`src/rtl/timer_pkg.sv`:
```
// timer_pkg: shared constants, FSM state type, 7-segment patterns and the
// double-dabble add-3 helper for the stopwatch BCD converter.
package timer_pkg;

  localparam int unsigned TIMER_WIDTH = 16;
  localparam int unsigned BCD_DIGITS  = 5;
  localparam int unsigned BCD_W       = 4 * BCD_DIGITS;
  localparam int unsigned CNT_W       = 5;
  localparam int unsigned SEG_W       = 7;
  localparam int unsigned SEG_BUS_W   = SEG_W * BCD_DIGITS;

  typedef enum logic [1:0] {
    IDLE  = 2'd0,
    SHIFT = 2'd1,
    DONE  = 2'd2
  } state_e;

  // Active-low {g,f,e,d,c,b,a} patterns
  localparam logic [SEG_W-1:0] SEG_0     = 7'b1000000;
  localparam logic [SEG_W-1:0] SEG_1     = 7'b1111001;
  localparam logic [SEG_W-1:0] SEG_2     = 7'b0100100;
  localparam logic [SEG_W-1:0] SEG_3     = 7'b0110000;
  localparam logic [SEG_W-1:0] SEG_4     = 7'b0011001;
  localparam logic [SEG_W-1:0] SEG_5     = 7'b0010010;
  localparam logic [SEG_W-1:0] SEG_6     = 7'b0000010;
  localparam logic [SEG_W-1:0] SEG_7     = 7'b1111000;
  localparam logic [SEG_W-1:0] SEG_8     = 7'b0000000;
  localparam logic [SEG_W-1:0] SEG_9     = 7'b0010000;
  localparam logic [SEG_W-1:0] SEG_BLANK = 7'b1111111;

  // Add 3 to every digit >= 5; digits below 5 pass unchanged, so applying
  // it to all digits each step gives the same result as the minimal form.
  function automatic logic [BCD_W-1:0] bcd_add3(input logic [BCD_W-1:0] v);
    logic [BCD_W-1:0] r;
    r = v;
    for (int i = 0; i < int'(BCD_DIGITS); i++) begin
      if (v[4*i +: 4] >= 4'd5) r[4*i +: 4] = v[4*i +: 4] + 4'd3;
    end
    return r;
  endfunction

endpackage

```
`src/rtl/timer_bcd_conv_if.sv`:
```
// timer_bcd_conv_if: request/result bundle between the timer side (master)
// and the BCD converter (slave).
//   bin_in     binary count to convert (master -> slave)
//   conv_start single-cycle conversion request (master -> slave)
//   busy       conversion in progress (slave -> master)
//   done       one-cycle result-updated pulse (slave -> master)
//   bcd_out    {d4..d0} result, held between conversions (slave -> master)
//   seg_out    five active-low 7-seg patterns, only with TIMER_BCD_SEG7_EN
interface timer_bcd_conv_if;
  import timer_pkg::*;

  logic [TIMER_WIDTH-1:0] bin_in;
  logic                   conv_start;
  logic                   busy;
  logic                   done;
  logic [BCD_W-1:0]       bcd_out;
`ifdef TIMER_BCD_SEG7_EN
  logic [SEG_BUS_W-1:0]   seg_out;

  modport master (output bin_in, conv_start, input busy, done, bcd_out, seg_out);
  modport slave  (input bin_in, conv_start, output busy, done, bcd_out, seg_out);
`else
  modport master (output bin_in, conv_start, input busy, done, bcd_out);
  modport slave  (input bin_in, conv_start, output busy, done, bcd_out);
`endif

endinterface

```
`src/rtl/bcd_to_seg7.sv`:
```
// bcd_to_seg7: one BCD digit to an active-low {g,f,e,d,c,b,a} pattern.
// Codes 10-15 blank the digit. Only built with TIMER_BCD_SEG7_EN.
//   digit_i  4-bit BCD digit
//   seg_o    7-bit active-low segment pattern (combinational)
`ifdef TIMER_BCD_SEG7_EN
module bcd_to_seg7
  import timer_pkg::*;
(
  input  logic [3:0]       digit_i,
  output logic [SEG_W-1:0] seg_o
);

  always_comb begin
    seg_o = SEG_BLANK;
    case (digit_i)
      4'd0:    seg_o = SEG_0;
      4'd1:    seg_o = SEG_1;
      4'd2:    seg_o = SEG_2;
      4'd3:    seg_o = SEG_3;
      4'd4:    seg_o = SEG_4;
      4'd5:    seg_o = SEG_5;
      4'd6:    seg_o = SEG_6;
      4'd7:    seg_o = SEG_7;
      4'd8:    seg_o = SEG_8;
      4'd9:    seg_o = SEG_9;
      default: seg_o = SEG_BLANK;
    endcase
  end

endmodule
`endif

```
`src/rtl/timer_bcd_conv.sv`:
```
// timer_bcd_conv: iterative 16-bit binary to 5-digit BCD converter
// (double dabble, one bit per clock) behind a start/busy/done handshake.
// Optional macro TIMER_BCD_SEG7_EN adds five combinational 7-seg decoders.
//   clk     system clock, rising edge
//   reset   asynchronous active-high reset
//   bus_if  slave side of timer_bcd_conv_if (bin_in, conv_start, busy,
//           done, bcd_out, and seg_out when the display option is built)
module timer_bcd_conv
  import timer_pkg::*;
(
  input  logic             clk,
  input  logic             reset,
  timer_bcd_conv_if.slave  bus_if
);

  state_e                 state_q, state_d;
  logic [TIMER_WIDTH-1:0] shift_q, shift_d;
  logic [BCD_W-1:0]       scratch_q, scratch_d;
  logic [CNT_W-1:0]       cnt_q, cnt_d;
  logic [BCD_W-1:0]       bcd_q, bcd_d;
  logic                   busy_q, busy_d;
  logic                   done_q, done_d;
  logic [BCD_W-1:0]       adj;
  logic                   accept;
  logic                   last_shift;

  assign accept     = ((state_q == IDLE) || (state_q == DONE)) && bus_if.conv_start;
  assign last_shift = (cnt_q == CNT_W'(TIMER_WIDTH - 1));

  // State register
  always_ff @(posedge clk or posedge reset) begin
    if (reset) state_q <= IDLE;
    else       state_q <= state_d;
  end

  // Next-state logic
  always_comb begin
    state_d = state_q;
    case (state_q)
      IDLE, DONE: state_d = bus_if.conv_start ? SHIFT : IDLE;
      SHIFT:      if (last_shift) state_d = DONE;
      default:    state_d = IDLE;
    endcase
  end

  // Output and datapath next values
  always_comb begin
    busy_d    = (state_d == SHIFT);
    done_d    = (state_d == DONE);
    shift_d   = shift_q;
    scratch_d = scratch_q;
    cnt_d     = cnt_q;
    bcd_d     = bcd_q;
    adj       = bcd_add3(scratch_q);
    if (accept) begin
      shift_d   = bus_if.bin_in;
      scratch_d = '0;
      cnt_d     = '0;
    end else if (state_q == SHIFT) begin
      {scratch_d, shift_d} = {adj, shift_q} << 1;
      cnt_d                = cnt_q + CNT_W'(1);
      // bcd_out updates only on the edge that enters DONE
      if (last_shift) bcd_d = scratch_d;
    end
  end

  // Datapath and output registers
  always_ff @(posedge clk or posedge reset) begin
    if (reset) begin
      shift_q   <= '0;
      scratch_q <= '0;
      cnt_q     <= '0;
      bcd_q     <= '0;
      busy_q    <= 1'b0;
      done_q    <= 1'b0;
    end else begin
      shift_q   <= shift_d;
      scratch_q <= scratch_d;
      cnt_q     <= cnt_d;
      bcd_q     <= bcd_d;
      busy_q    <= busy_d;
      done_q    <= done_d;
    end
  end

  assign bus_if.busy    = busy_q;
  assign bus_if.done    = done_q;
  assign bus_if.bcd_out = bcd_q;

`ifdef TIMER_BCD_SEG7_EN
  logic [SEG_BUS_W-1:0] seg_c;

  // Decode straight from the held result: no extra latency
  for (genvar g = 0; g < int'(BCD_DIGITS); g++) begin : g_seg
    bcd_to_seg7 u_seg (
      .digit_i (bcd_q[4*g +: 4]),
      .seg_o   (seg_c[SEG_W*g +: SEG_W])
    );
  end

  assign bus_if.seg_out = seg_c;
`endif

endmodule

```
`src/flat_wrapper.sv`:
```
// flat-port wrapper written by rule: the top's interface ports become plain ports
module timer_bcd_conv_flat import timer_pkg::*;
  (clk, reset, bus_if_bin_in, bus_if_conv_start, bus_if_busy, bus_if_done, bus_if_bcd_out);
  timer_bcd_conv_if bus_if_i ();
  input  logic clk;
  input  logic reset;
  input wire logic [$bits(bus_if_i.bin_in)-1:0] bus_if_bin_in;
  input wire logic [$bits(bus_if_i.conv_start)-1:0] bus_if_conv_start;
  output wire logic [$bits(bus_if_i.busy)-1:0] bus_if_busy;
  output wire logic [$bits(bus_if_i.done)-1:0] bus_if_done;
  output wire logic [$bits(bus_if_i.bcd_out)-1:0] bus_if_bcd_out;
  assign bus_if_i.bin_in = bus_if_bin_in;
  assign bus_if_i.conv_start = bus_if_conv_start;
  assign bus_if_busy = bus_if_i.busy;
  assign bus_if_done = bus_if_i.done;
  assign bus_if_bcd_out = bus_if_i.bcd_out;
  timer_bcd_conv u_core (.clk(clk), .reset(reset), .bus_if(bus_if_i));
endmodule
```
`config.mk`:
```
export PLATFORM = sky130hd
export DESIGN_NAME = timer_bcd_conv_flat
export DESIGN_NICKNAME = d
export VERILOG_FILES = /design/src/rtl/timer_pkg.sv /design/src/rtl/timer_bcd_conv_if.sv /design/src/rtl/bcd_to_seg7.sv /design/src/rtl/timer_bcd_conv.sv /design/src/flat_wrapper.sv
export SDC_FILE = /design/constraint.sdc
export NUM_CORES = 1
export LEC_CHECK = 0
export CAP_MARGIN = 20
export CORE_MARGIN = 2
export CORE_UTILIZATION = 38
export DETAILED_ROUTE_END_ITERATION = 16
export PLACE_DENSITY = 0.62
export SLEW_MARGIN = 0
export SYNTH_ARGS = -nofsm -noshare
export SYNTH_HDL_FRONTEND = slang
export SYNTH_SLANG_ARGS = --single-unit
```
`constraint.sdc`:
```
create_clock -name clk -period 4.8 [get_ports clk]
set_clock_uncertainty 0.1 [all_clocks]
set_input_delay 0.96 -clock clk [delete_from_list [all_inputs] [get_ports clk]]
set_output_delay 0.96 -clock clk [all_outputs]
set_load 0.01 [all_outputs]
```
==> flow_metrics.tcl <==
set metrics [dict create \
    status "finished, final reports clean" \
    hpwl_um 3718 \
    synth_top_family_by_area "compound AO/OA/AOI/OAI gates" \
    hp-start "u_core.shift_q[14]" \
    setup_tns_ns 0 \
    synthXorXnorAreaFrac 0.01719 \
    period_minus_slack_ns 2.409 \
    rsz0062_at_grt "false" \
    drt_iter0_markers 135 \
    regArea_mm2 0.001627 \
    grt_pass1_vias 2115 \
    place_congestion 0.7427 \
    clock_latency_ns 0.33 \
    vias 2136 \
    synthTopCellsByArea "dfrtp_1 (53%), nand2_1 (6.3%), ha_1 (4.9%)" \
    ant_nets 0 \
    crit_path_end_kind "flop" \
    setup_viol 0 \
    cts_tree "yes" \
    final_nets 352 \
    final_max_slew_viol_count 0 \
    grt_max_degree 41 \
    crit_type "reg -> reg" \
    ys_ff_latch 65 \
    power.leakage_nw 1.699 \
    finalCoreUtilization 0.4705 \
    place_area_mm2 0.003505 \
    antenna_found_initial 0 \
    synth.distinct_cells 32 \
    r2r_start "u_core.state_q[0]" \
    rr_worst_depth 4 \
    numPortBuffers 40 \
    wl_per_cell_um 13.42 \
    avgSynthCellArea_um2 10.88 \
    regToRegEndpoint "u_core.bus_if.bcd_out[18]" \
    required_ns 4.91 \
    drc 0 \
    holdPathStages 2 \
    synth_compound_area_frac 0.1506 \
    overflow 0 \
    cts.sink_count 65 \
    start_util 0.3935 \
    yosysTopAreaCell "dfrtp_1" \
    max-vdd-ir-drop_v 0.0002208 \
    cts_setup_buffers 0 \
    ios 41 \
    r2r_setup_slack_ns 2.39 \
    cts_resized 0 \
    cts_root_buf "clkbuf_8" \
    die_x_um 93.69 \
    synth_fa_ha_area_frac 0.04912 \
    power_density_mw_per_mm2 650.5 \
    fmax_ghz 0.4151 \
    totalWireLength_um 5705 \
    synthCells 281 \
    cp_max_fo 36 \
    cts_hold_buf 0 \
    clkSlewWorstSetupHoldPaths_ns 0.07 \
    drive_gt1_frac 0.1084 \
    hold_class "reg -> reg" \
    synthesis.area_mm2 0.003057 \
    finalHoldWorstSlack_ns 0.3753 \
    core_area_mm2 0.007767 \
    grt_pass1_wl_um 9908 \
    finalCritPeriodShare 0.5019 \
    hold_violations 0 \
    multi_input_area_mm2 0.001275 \
    fillers 755 \
    num_rows 32 \
    yosys.area.top_type_share 0.5321 \
    cap_viol_max_count 0 \
    htree_levels 3 \
    ctsLongestPathBuffers 2 \
    grtUsageTotal 0.1438 \
    syn2layout_area_growth_pct 19.57 \
    ys_seq_area_frac 0.5321 \
    cts_buffers 9 \
    p_total_mw 2.377 \
    yosysWarnings 0 \
    worstMarginPinSlew_ns 0.8817 \
    synthSimpleGateAreaFrac 0.1322 \
    min_to "u_core.shift_q[14]" \
    fp.dieH_um 93.69 \
    dieArea_mm2 0.008777 \
    synthMuxAreaShare 0.06795 \
    syn_nets 312 \
    fin_area_mm2 0.003655 \
    crit_arrival_ns 2.52 \
    relSlewSlack 0.4109 \
    critPathLaunchType "flop" \
    antenna_cells 0 \
    via_per_inst 5.026 \
    first_pass_iters 4 \
]
-- cells in the mapped netlist --
| cell | count |
|---|---|
| inv_2 | 1 |
| clkbuf_1 | 1 |
| nor2b_1 | 1 |
| mux2i_1 | 5 |
| nor3_1 | 5 |
| nor2b_4 | 1 |
| nor3b_1 | 9 |
| nor2_1 | 2 |
| mux2_4 | 9 |
| nand2b_1 | 6 |
| o21ai_1 | 7 |
| a21oi_2 | 5 |
| dfrtp_1 | 65 |
| buf_2 | 9 |
| a21oi_1 | 9 |
| nand2_4 | 1 |
| xnor2_1 | 5 |
| inv_1 | 13 |
| a22oi_1 | 15 |
| nor2_2 | 1 |
| nand4_1 | 1 |
| ha_1 | 12 |
| a22o_1 | 13 |
| o21ai_0 | 19 |
| xor2_1 | 1 |
| buf_6 | 3 |
| mux2_2 | 2 |
| o21bai_1 | 2 |
| nand2_1 | 51 |
| nand3_1 | 5 |
| and3_1 | 1 |
| buf_12 | 1 |
-- report_power, final --
part           internal [mW]  switching [mW]
Sequential             0.785           0.185
Combinational          0.531           0.494
Clock                  0.193           0.191
-- critical path, cell delays in order (launching register included) --
cell	delay, ns
dfrtp_1	0.40
nor2b_4	0.76
nand2_4	0.28
inv_2	0.37
mux2_2	0.38
-- flip-flops by register name (all words and copies together), names as in the netlist --
signal and count:
u_core.bus_if.bcd_out 20, u_core.scratch_q 20, u_core.shift_q 16, u_core.cnt_q 5, u_core.state_q 2, u_core.bus_if.busy 1, u_core.bus_if.done 1
-- worst max-delay path by stage --
stage / start / to / depth (start not counted)
2_1_floorplan: reset / u_core.bus_if.bcd_out[0] / 1
3_5_place_dp: bus_if_conv_start / u_core.scratch_q[1] / 6
3_3_place_gp: bus_if_conv_start / u_core.scratch_q[5] / 6
6_report: u_core.state_q[0] / u_core.bus_if.bcd_out[18] / 4
5_1_grt: u_core.state_q[0] / u_core.bus_if.bcd_out[18] / 4
4_1_cts: u_core.state_q[0] / u_core.bus_if.bcd_out[18] / 4
-- per-layer routing --
metal,vias up,track usage,part of all wire
li1,1057,-,-
met1,1025,0.1949,0.48
met2,49,0.2244,0.46
met3,5,0.05297,0.053
met4,0,0.02536,0.0081
met5,-,0,0
-- cell type report --
class	count	area share
clock inverter	1	0.001369
tap	102	0.03492
clock buffer	12	0.03971
multi-input combinational	188	0.3489
timing repair buffer	43	0.1157
inverter	14	0.01438
sequential	65	0.4451
-- layout by cell type, fill, tap and decap left out, types with 7 or more instances in the layout --
cell type and instances:
a21oi_1 9, a22o_1 13, dfrtp_1 65, clkdlybuf4s50_1 40, o21ai_1 7, nor3b_1 9
inv_1 12, o21ai_0 19, ha_1 12, clkbuf_8 10, nand2_1 51, mux2_4 9
a22oi_1 15
-- stage by stage --
stage	worst slack (ns)	std cells
2_1_floorplan	2.114	281
3_3_place_gp	2.186	412
3_5_place_dp	2.163	412
4_1_cts	2.321	425
5_1_grt	2.178	425
6_report	2.391	425
-- kinds of logic after synthesis --
kind of cell    after synthesis
simple gates                 84
compound gates               70
flops                        65
fa+ha+maj                    12
xor+xnor                      6
buf+inv                      28
mux                          16
(Power assumes the default switching activity.)
